==> src/rtl/led_panel_pkg.sv <==
// -----------------------------------------------------------------------------
// led_panel_pkg
// Shared constants for the HUB75 panel receiver: FM6126 register-select latch
// lengths, FSM state encodings, default row width and counter limits.
// -----------------------------------------------------------------------------
package led_panel_pkg;

    // Columns per row when the top is instantiated without overrides
    localparam int DEFAULT_WIDTH = 64;

    // Panel lines carried through the synchronizer:
    // rgb0(3) + rgb1(3) + addr(5) + blank + latch + sclk
    localparam int PANEL_LINES = 14;

    // Number of SCLK edges seen while LATCH is high that select an FM6126 register
    localparam logic [4:0] FM_LATCH_REG1 = 5'd11;
    localparam logic [4:0] FM_LATCH_REG2 = 5'd12;

    // Capture state machine encodings
    localparam logic [0:0] S_SHIFT = 1'b0;
    localparam logic [0:0] S_LATCH = 1'b1;

    // Saturation limits of the column and latch-clock counters
    localparam logic [6:0] COL_CNT_MAX = 7'd127;
    localparam logic [4:0] LAT_CNT_MAX = 5'd31;

endpackage

==> src/rtl/bus_synchronizer.sv <==
// -----------------------------------------------------------------------------
// bus_synchronizer
// Multi-flop synchronizer for a bundle of asynchronous lines. Every bit goes
// through DEPTH flops; all bits see identical latency so lines that change
// together at the source stay aligned at the output.
//
// Ports:
//   clk    - destination clock
//   resetn - asynchronous active-low reset, clears every stage to 0
//   d      - asynchronous input lines
//   q      - synchronized lines (DEPTH cycles of latency)
// -----------------------------------------------------------------------------
module bus_synchronizer #(
    parameter int WIDTH = 1,
    parameter int DEPTH = 2
) (
    input  logic             clk,
    input  logic             resetn,
    input  logic [WIDTH-1:0] d,
    output logic [WIDTH-1:0] q
);

    logic [WIDTH-1:0] stages [DEPTH];

    // Plain shift chain; stage 0 is the metastability-catching flop
    always_ff @(posedge clk or negedge resetn) begin
        if (!resetn) begin
            for (int i = 0; i < DEPTH; i++) begin
                stages[i] <= '0;
            end
        end else begin
            stages[0] <= d;
            for (int i = 1; i < DEPTH; i++) begin
                stages[i] <= stages[i-1];
            end
        end
    end

    assign q = stages[DEPTH-1];

endmodule

==> src/rtl/led_panel_receiver.sv <==
// -----------------------------------------------------------------------------
// led_panel_receiver
// Far end of a HUB75 panel driver. Oversamples the panel bus, shifts RGB data
// on SCLK rising edges, and on each LATCH pulse either emits a captured row
// (no SCLK edges during LATCH) or records an FM6126 register write (11 or 12
// SCLK edges during LATCH). Anything else is flagged as a latch error.
//
// Ports:
//   clk, resetn              - capture clock, async active-low reset
//   panel_rgb0 / panel_rgb1  - upper / lower half R,G,B (bit 2 = red)
//   panel_addr               - row address
//   panel_blank/latch/sclk   - panel control lines (asynchronous)
//   row_valid / row_ready    - single-entry row output handshake
//   row_addr                 - address sampled at the LATCH falling edge
//   row_data0 / row_data1    - column x at bits [3x+2:3x]
//   row_cols                 - SCLK edges counted for the row (saturating)
//   fm_reg1 / fm_reg2        - last value written to each FM6126 register
//   fm_written               - sticky: bit0 REG1 written, bit1 REG2 written
//   err_overrun/cols/latch   - sticky protocol error flags
//   clear_errors             - pulse that clears the error flags
// -----------------------------------------------------------------------------
module led_panel_receiver
    import led_panel_pkg::*;
#(
    parameter int WIDTH       = DEFAULT_WIDTH,
    parameter int SYNC_STAGES = 2
) (
    input  logic                 clk,
    input  logic                 resetn,
    input  logic [2:0]           panel_rgb0,
    input  logic [2:0]           panel_rgb1,
    input  logic [4:0]           panel_addr,
    input  logic                 panel_blank,
    input  logic                 panel_latch,
    input  logic                 panel_sclk,
    output logic                 row_valid,
    input  logic                 row_ready,
    output logic [4:0]           row_addr,
    output logic [3*WIDTH-1:0]   row_data0,
    output logic [3*WIDTH-1:0]   row_data1,
    output logic [6:0]           row_cols,
    output logic [15:0]          fm_reg1,
    output logic [15:0]          fm_reg2,
    output logic [1:0]           fm_written,
    output logic                 err_overrun,
    output logic                 err_cols,
    output logic                 err_latch,
    input  logic                 clear_errors
);

    localparam logic [6:0] WIDTH_COLS = 7'(WIDTH);

    logic [PANEL_LINES-1:0] bus_raw;
    logic [PANEL_LINES-1:0] bus_sync;

    logic [2:0] rgb0_s;
    logic [2:0] rgb1_s;
    logic [4:0] addr_s;
    logic       blank_s;
    logic       latch_s;
    logic       sclk_s;
    logic       latch_prev;
    logic       sclk_prev;

    logic       sclk_rise;
    logic       latch_rise;
    logic       latch_fall;
    logic       latch_done;

    logic [0:0]           state;
    logic [3*WIDTH-1:0]   sr0;
    logic [3*WIDTH-1:0]   sr1;
    logic [15:0]          reg_sr;
    logic [6:0]           col_cnt;
    logic [4:0]           lat_cnt;

    logic is_row;
    logic is_reg1;
    logic is_reg2;
    logic is_bad;
    logic slot_free;
    logic load_row;
    logic unused_blank;

    // All panel lines share one synchronizer so simultaneous source edges
    // (e.g. SCLK and LATCH) arrive in the same clk cycle
    assign bus_raw = {panel_rgb0, panel_rgb1, panel_addr,
                      panel_blank, panel_latch, panel_sclk};

    bus_synchronizer #(
        .WIDTH (PANEL_LINES),
        .DEPTH (SYNC_STAGES)
    ) u_sync (
        .clk    (clk),
        .resetn (resetn),
        .d      (bus_raw),
        .q      (bus_sync)
    );

    assign rgb0_s  = bus_sync[13:11];
    assign rgb1_s  = bus_sync[10:8];
    assign addr_s  = bus_sync[7:3];
    assign blank_s = bus_sync[2];
    assign latch_s = bus_sync[1];
    assign sclk_s  = bus_sync[0];

    // BLANK only gates LED drive on a real panel; it does not affect capture
    assign unused_blank = blank_s;

    // One extra register stage gives the previous level for edge detection
    always_ff @(posedge clk or negedge resetn) begin
        if (!resetn) begin
            latch_prev <= 1'b0;
            sclk_prev  <= 1'b0;
        end else begin
            latch_prev <= latch_s;
            sclk_prev  <= sclk_s;
        end
    end

    assign sclk_rise  = sclk_s & ~sclk_prev;
    assign latch_rise = latch_s & ~latch_prev;
    assign latch_fall = ~latch_s & latch_prev;
    assign latch_done = (state == S_LATCH) && latch_fall;

    // Decode of the number of SCLK edges seen while LATCH was high
    assign is_row  = latch_done && (lat_cnt == 5'd0);
    assign is_reg1 = latch_done && (lat_cnt == FM_LATCH_REG1);
    assign is_reg2 = latch_done && (lat_cnt == FM_LATCH_REG2);
    assign is_bad  = latch_done && !is_row && !is_reg1 && !is_reg2;

    // The slot is free if empty or being drained this very cycle
    assign slot_free = !row_valid || row_ready;
    assign load_row  = is_row && slot_free;

    // Two-state FSM tracking whether LATCH is currently asserted
    always_ff @(posedge clk or negedge resetn) begin
        if (!resetn) begin
            state <= S_SHIFT;
        end else begin
            case (state)
                S_SHIFT: if (latch_rise) state <= S_LATCH;
                S_LATCH: if (latch_fall) state <= S_SHIFT;
                default: state <= S_SHIFT;
            endcase
        end
    end

    // Column data and the FM register shifter move on every SCLK rising edge;
    // the row output takes a snapshot, so these are never cleared by LATCH
    always_ff @(posedge clk or negedge resetn) begin
        if (!resetn) begin
            sr0    <= '0;
            sr1    <= '0;
            reg_sr <= '0;
        end else if (sclk_rise) begin
            sr0    <= {rgb0_s, sr0[3*WIDTH-1:3]};
            sr1    <= {rgb1_s, sr1[3*WIDTH-1:3]};
            reg_sr <= {reg_sr[14:0], rgb0_s[2]};
        end
    end

    // Column counter; an SCLK edge coincident with the closing LATCH edge is
    // the first column of the next row
    always_ff @(posedge clk or negedge resetn) begin
        if (!resetn) begin
            col_cnt <= '0;
        end else if (latch_done) begin
            col_cnt <= sclk_rise ? 7'd1 : 7'd0;
        end else if (sclk_rise && (col_cnt != COL_CNT_MAX)) begin
            col_cnt <= col_cnt + 7'd1;
        end
    end

    // Counts SCLK edges while LATCH is high; restarts on each LATCH rise
    always_ff @(posedge clk or negedge resetn) begin
        if (!resetn) begin
            lat_cnt <= '0;
        end else if ((state == S_SHIFT) && latch_rise) begin
            lat_cnt <= sclk_rise ? 5'd1 : 5'd0;
        end else if (sclk_rise && latch_s && (lat_cnt != LAT_CNT_MAX)) begin
            lat_cnt <= lat_cnt + 5'd1;
        end
    end

    // Single-entry row output; a full slot drops the new row
    always_ff @(posedge clk or negedge resetn) begin
        if (!resetn) begin
            row_valid <= 1'b0;
            row_addr  <= '0;
            row_data0 <= '0;
            row_data1 <= '0;
            row_cols  <= '0;
        end else if (load_row) begin
            row_valid <= 1'b1;
            row_addr  <= addr_s;
            row_data0 <= sr0;
            row_data1 <= sr1;
            row_cols  <= col_cnt;
        end else if (row_valid && row_ready) begin
            row_valid <= 1'b0;
        end
    end

    // FM6126 register capture from the serial shifter
    always_ff @(posedge clk or negedge resetn) begin
        if (!resetn) begin
            fm_reg1    <= '0;
            fm_reg2    <= '0;
            fm_written <= '0;
        end else begin
            if (is_reg1) begin
                fm_reg1       <= reg_sr;
                fm_written[0] <= 1'b1;
            end
            if (is_reg2) begin
                fm_reg2       <= reg_sr;
                fm_written[1] <= 1'b1;
            end
        end
    end

    // Sticky error flags; a new error in the clearing cycle still sets the flag
    always_ff @(posedge clk or negedge resetn) begin
        if (!resetn) begin
            err_overrun <= 1'b0;
            err_cols    <= 1'b0;
            err_latch   <= 1'b0;
        end else begin
            err_overrun <= (err_overrun & ~clear_errors) | (is_row & ~slot_free);
            err_cols    <= (err_cols & ~clear_errors) | (is_row & (col_cnt != WIDTH_COLS));
            err_latch   <= (err_latch & ~clear_errors) | is_bad;
        end
    end

endmodule

==> config.mk <==
export PLATFORM = sky130hd
export DESIGN_NAME = led_panel_receiver
export DESIGN_NICKNAME = d
export VERILOG_FILES = /design/src/rtl/led_panel_pkg.sv /design/src/rtl/bus_synchronizer.sv /design/src/rtl/led_panel_receiver.sv
export SDC_FILE = /design/constraint.sdc
export NUM_CORES = 1
export LEC_CHECK = 0
export BUFFER_PORTS_ARGS = -buffer_cell sky130_fd_sc_hd__buf_2
export CAP_MARGIN = 10
export CORE_ASPECT_RATIO = 0.7
export CORE_UTILIZATION = 40
export DETAILED_ROUTE_END_ITERATION = 10
export SLEW_MARGIN = 20
export SYNTH_ARGS = -nofsm -noshare
export SYNTH_HDL_FRONTEND = slang
export SYNTH_HIERARCHICAL = 1
export SYNTH_SLANG_ARGS = --single-unit
==> constraint.sdc <==
create_clock -name clk -period 4.25 [get_ports clk]
set_input_delay 0.425 -clock clk [delete_from_list [all_inputs] [get_ports clk]]
set_output_delay 0.425 -clock clk [all_outputs]
set_load 0.05 [all_outputs]
==> summary.md, run 1 <==
| Metric | Value |
|---|---|
| Num Clock Sinks | 859 |
| Gr ovfl total | 0 |
| Power share of the combinational group | 0.148 |
| CP Capture Type | flop |
| Mapped Nets | 2690 |
| Startpoint types | flop |
| Power Density | 502.7 nW/um^2 |
| Initial antenna violation count | 0 |
| Drc violations | 0 |
| Highest-delay cell along the critical path | buf_4 |
| Setup WS post-layout | around 1.5 ns |
| Die height | 243.6 um |
| RSZ-0062 raised after global routing | no |
| Psw | approximately 0.0057 W |
| MaxCap Viol Count | 0 |
| 1st-iter DRT viols | 1232 |
| Most common cell after layout, fill and taps aside | nand2_1 |
| Pins Over Slew Limit | 0 |
| Final std cells w/o fill | between 4000 and 5000 |
| Avg WL per Cell | ~18 um |
| Tightest Hold Check Type | in -> reg |
| Placed instance area | 36640 um^2 |
| Pint | about 0.014 W |
| Fill cells | ~7400 |
| Seq pwr share | 0.456 |
| Most frequent cells in the layout | nand2_1 (1158), dfrtp_1 (859), buf_2 (449) |
| Routed WL | 74.78 mm |
| Slew @ Worst Pin | about 0.85 ns |
| Final Cycle Share | 0.6405 |
| Row count | 88 |
| Fin area | a little under 40000 um^2 |
| YS warnings | 6 |
| Vias | 19985 |
| Synthesized area per cell | 12.51 um^2 |
| Slowest Stage Delay on Critical Path | 0.71 ns |
| Clk network pwr share | 0.396 |
| CP max FO | 43 |
| Core box area | approximately 80000 um^2 |
| Layout area overhead | 19.15% |
| DIE WIDTH | 347.2 um |
| Maximum root-to-sink buffer count | 3 |
| Hpwl dp | 47.69 mm |
| Total negative slack | 0 ns |
| Post-layout net count | 3131 |
| DR pass1 iterations | 5 |
| Crit path time final | ~2.7 ns |
| Post-route ant nets | 0 |
| Dpl cells | about 4100 |
| Ports | 452 |
| CTS tree | built |
| Clock buffer count from CTS | 84 |
| Clk_skew | 0.01586 ns |
| CP Data Required Time | 4.75 ns |
| CP Cell Sequence | inv_1 -> ha_1 -> nor2b_1 -> nand4_1 -> buf_12 -> buf_4 -> mux2_4 |
| Outcome | complete, no violations |
| # diodes | 0 |
| Share of layout cells above drive strength 1 | 0.3359 |
| Critical Setup Path Class | reg -> reg |
| Synth Cell Area | 33360 um^2 |
| Largest net degree at the start of global routing | 137 |
| Switching Share | 0.2856 |
| Htree depth | 3 |
| First-pass GRT wire length | 119.4 mm |
| Syn Inst Count | between 2000 and 3000 |
| I/O Buffers | 450 |
| Total die area | 84580 um^2 |
| Clock-pin slew on the worst setup and hold paths | 0.06 ns |
| Endpoints failing hold | 0 |
| Vias in the first global route | 19864 |
| Worst vdd ir | 0.0003520 V |
| Initial Utilization | 0.4045 |
| Setup violations, final | 0 |
| Root buf cell | clkbuf_16 |
| Fmax | 367.4 MHz |
| GR Util All Layers | 0.1783 |
| Clk Latency, worst-skew pair | 0.63 ns |
| RD Place Congestion | between 0.7 and 0.8 |
| Core Util, Final | 0.4820 |
| Slew margin rel. | 0.4366 |
| Vias per Instance | 4.695 |
| Leak Pwr | 23.17 nW |
| Arr. time, crit path | 3.22 ns |
| Pre-CTS WS | 1.503 ns |
-- layout make-up --
| class | count | area [um^2] | share of cell area |
|---|---|---|---|
| clock buffers | 117 | 2469 | 0.06210 |
| multi-input cells | 1652 | 10940 | 0.2753 |
| well taps | 1080 | 1351 | 0.03399 |
| clock inverters | 38 | 500.5 | 0.01259 |
| inverters | 7 | 26.28 | 0.0006610 |
| flip-flops and latches | 859 | 21500 | 0.5407 |
| repair buffers | 504 | 2965 | 0.07460 |
-- layer usage --
metal,track usage,share of wire,vias up
met5,0,0,-
met4,0.04789,0.021,0
met3,0.05169,0.061,94
met2,0.2551,0.44,356
met1,0.2630,0.48,10114
li1,-,-,9421
-- power groups by stage --
stage          clock network, W  logic (W)  registers (W)
2_1_floorplan                 0    0.00103         0.0103
3_3_place_gp                  0    0.00297        0.00924
3_5_place_dp                  0    0.00299        0.00924
4_1_cts                 0.00814    0.00300        0.00911
5_1_grt                 0.00848    0.00314        0.00918
6_report                0.00791    0.00296        0.00911
-- flip-flops by register name (all words and copies together), names as in the netlist, 2 cells and up --
signal,count
sr1,192
row_data0,192
row_addr,5
u_sync/stages,13
col_cnt,7
u_sync/q,13
sr0,191
row_cols,7
fm_written,2
row_data1,192
fm_reg1,16
lat_cnt,5
fm_reg2,16
-- metrics by stage --
stage / hold slack, ns / total power (W)
CTS: 0.06283 / 0.02025
floorplan: 0.1294 / 0.01130
global route: 0.09236 / 0.02080
global placement: 0.3322 / 0.01221
detailed placement: 0.3355 / 0.01223
finish: 0.1145 / 0.01998
-- path summary, 6_finish.rpt --
check / slack (ns) / start / to / cells after the start
setup / recovery: 1.53 / lat_cnt[0] / row_data0[79] / 7
hold / removal: 0.11 / clear_errors / err_cols / 3
setup reg to reg: 1.53 / lat_cnt[0] / row_data0[79] / 7
hold reg to reg: 0.35 / u_sync/stages[18] / u_sync/q[4] / 0
max in group asynchronous: 2.73 / resetn / row_data0[114] / 3
min in group asynchronous: 0.45 / resetn / row_data0[80] / 2
-- timing repair --
action,CTS,global route
setup buffers,0,0
hold endpoints to repair,84,0
gates resized for setup,0,0
hold buffers,14,0
-- critical path, delay by kind of cell (launching register included) --
kind / cells / cell delay (ns)
multiplexers: 1 / 0.35
flip-flops: 1 / 0.42
AND/OR/NAND/NOR: 2 / 0.45
buffers and inverters: 3 / 1.11
adder cells (fa/ha/maj): 1 / 0.20
(Power assumes the default switching activity.)
==> run 2, diff against run 1 <==
==> constraint.sdc (replaced) <==
create_clock -name clk -period 2.72 [get_ports clk]
set_input_delay 0.272 -clock clk [delete_from_list [all_inputs] [get_ports clk]]
set_output_delay 0.272 -clock clk [all_outputs]
set_load 0.05 [all_outputs]
==> summary.md, run 2 (synthesis results as in run 1) <==
| Metric | Value |
|---|---|
| Setup violations, final | 0 (unchanged) |
| I/O Buffers | 450 (unchanged) |
| Final Cycle Share | 0.8700 (+0.2295) |
| Clk Latency, worst-skew pair | 0.62 ns (about the same) |
| CP Cell Sequence | and3b_1 -> nand4_2 -> mux2_2 |
| Clock-pin slew on the worst setup and hold paths | 0.06 ns (about the same) |
| Post-layout net count | 3154 (+0.73%) |
| CP Data Required Time | 3.20 ns (-1.55 ns) |
| Endpoints failing hold | 0 (unchanged) |
| Leak Pwr | 23.30 nW (+0.58%) |
| Share of layout cells above drive strength 1 | 0.3374 (+0.001555) |
| RD Place Congestion | 0.7729 (+3.2%) |
| RR Startpoint | u_sync/q[1] |
| Vias | 20051 (+0.33%) |
| Pint | 0.02214 W (+55%) |
| Routed WL | 76.49 mm (+2.3%) |
| Die height | 243.6 um (unchanged) |
| Initial antenna violation count | 0 (unchanged) |
| Clk_skew | 0.02408 ns (+0.008228 ns) |
| Core box area | 82470 um^2 (unchanged) |
| DIE WIDTH | 347.2 um (unchanged) |
| Power Density | 775.3 nW/um^2 (+54%) |
| CP Capture Type | flop |
| Final std cells w/o fill | 4272 (+0.35%) |
| Hpwl dp | 49.98 mm (+4.8%) |
| Htree depth | 3 (unchanged) |
| Num Clock Sinks | 859 (unchanged) |
| GR Util All Layers | 0.1832 (+0.004898) |
| R2R Setup Slk | 0.35 ns (-1.17 ns) |
| CP max FO | 17 (-60%) |
| Crit path time final | 2.366 ns (-0.3557 ns) |
| Ports | 452 (unchanged) |
| Total die area | 84580 um^2 (unchanged) |
| Clock buffer count from CTS | 84 (unchanged) |
| Slew @ Worst Pin | 0.8920 ns (+0.04681 ns) |
| Slew margin rel. | 0.4039 (-0.03262) |
| Tightest Hold Check Type | in -> async |
| Core Util, Final | 0.4851 (+0.003080) |
| Psw | 0.008879 W (+56%) |
| Worst vdd ir | 0.0004377 V (+24%) |
| Vias per Instance | 4.694 (about the same) |
| Reg2reg end | fm_reg1[5] |
| Arr. time, crit path | 2.85 ns (-0.37 ns) |
| Clk network pwr share | 0.389 (-0.007) |
| Total negative slack | 0 ns (unchanged) |
| RSZ-0062 raised after global routing | no |
| Vias in the first global route | 20254 (+2.0%) |
| # diodes | 0 (unchanged) |
| Slowest Stage Delay on Critical Path | 0.77 ns (+0.06 ns) |
| Initial Utilization | 0.4045 (unchanged) |
| Most frequent cells in the layout | nand2_1 (1158), dfrtp_1 (859), buf_2 (449) |
| Most common cell after layout, fill and taps aside | nand2_1 |
| Dpl cells | 4109 (+0.51%) |
| Worst reg2reg path depth | 3 (-4) |
| Post-route ant nets | 0 (unchanged) |
| DR pass1 iterations | 5 (unchanged) |
| Switching Share | 0.2863 (+0.0006952) |
| Row count | 88 (unchanged) |
| Fmax | 422.6 MHz (+15%) |
| CP top delay family | simple AND/OR/NAND/NOR gates |
| MaxCap Viol Count | 0 (unchanged) |
| Avg WL per Cell | 17.90 um (+1.9%) |
| 1st-iter DRT viols | 1291 (+4.8%) |
| Pins Over Slew Limit | 0 (unchanged) |
| Outcome | complete, no violations |
| Buf/Inv on CP | 0 (-3) |
| Registers with the most flip-flops | row_data0 x192, row_data1 x192, sr1 x192 |
| Highest-delay cell along the critical path | nand4_2 |
| Number of post-CTS setup repair buffers | 0 (unchanged) |
| Seq pwr share | 0.459 (+0.003) |
| Critical Setup Path Class | reg -> reg |
| Gr ovfl total | 0 (unchanged) |
| Maximum root-to-sink buffer count | 3 (unchanged) |
| Drc violations | 0 (unchanged) |
| Startpoint types | flop |
| WHS | 0.2494 ns (+0.1349 ns) |
| First-pass GRT wire length | 122.6 mm (+2.6%) |
| Root buf cell | clkbuf_16 |
| CTS tree | built |
| Power share of the combinational group | 0.151 (+0.003) |
| Largest net degree at the start of global routing | 125 (-8.8%) |
| Layout area overhead | 19.91% |
[run 2: routing by layer]
metal	wire, um	GRT usage	share of wire
met1	37890	0.2761	0.50
met2	32690	0.2586	0.43
met3	4062	0.04795	0.053
met4	1841	0.05102	0.024
met5	0	0	0
[run 2: timing repair]
action | in CTS | in global routing
hold endpoints to repair | 61 | 0
hold buffers | 16 | 0
gates resized for setup | 0 | 0
[run 2: worst max path at each step]
stage	from	endpoint	slack (ns)	cells after the start
after floorplan	lat_cnt[0]	lat_cnt[3]	0.84	7
after global placement	u_sync/q[1]	fm_reg1[10]	0.34	3
after detailed placement	u_sync/q[1]	fm_reg1[8]	0.30	3
after CTS	u_sync/q[1]	fm_reg1[0]	0.31	3
after global routing	u_sync/q[1]	fm_reg1[2]	0.22	3
final	u_sync/q[1]	fm_reg1[5]	0.35	3
[run 2: area by class of cell]
type                    instances  area [um^2]
clock buffers                 117         2427
clock inverters                30        430.4
fillers                      7331        42460
inverters                       7        26.28
multi-input cells            1652        10940
flip-flops and latches        859        21500
well taps                    1080         1351
repair buffers                527         3331
[run 2: power groups by stage]
stage / Sequential [W] / Clock (W) / Combinational, W
after floorplan: 0.0160 / 0 / 0.00161
after global placement: 0.0145 / 0 / 0.00470
after detailed placement: 0.0145 / 0 / 0.00474
after CTS: 0.0143 / 0.0124 / 0.00476
after global routing: 0.0144 / 0.0129 / 0.00498
final: 0.0143 / 0.0121 / 0.00469
[run 2: through the flow]
stage / total power [W] / area, um^2 / worst slack [ns]
after floorplan: 0.01766 / 33360 / 0.8445
after global placement: 0.01917 / 36990 / 0.3379
after detailed placement: 0.01920 / 36990 / 0.2961
after CTS: 0.03141 / 40010 / 0.3056
after global routing: 0.03226 / 40010 / 0.2225
final: 0.03102 / 40010 / 0.3537
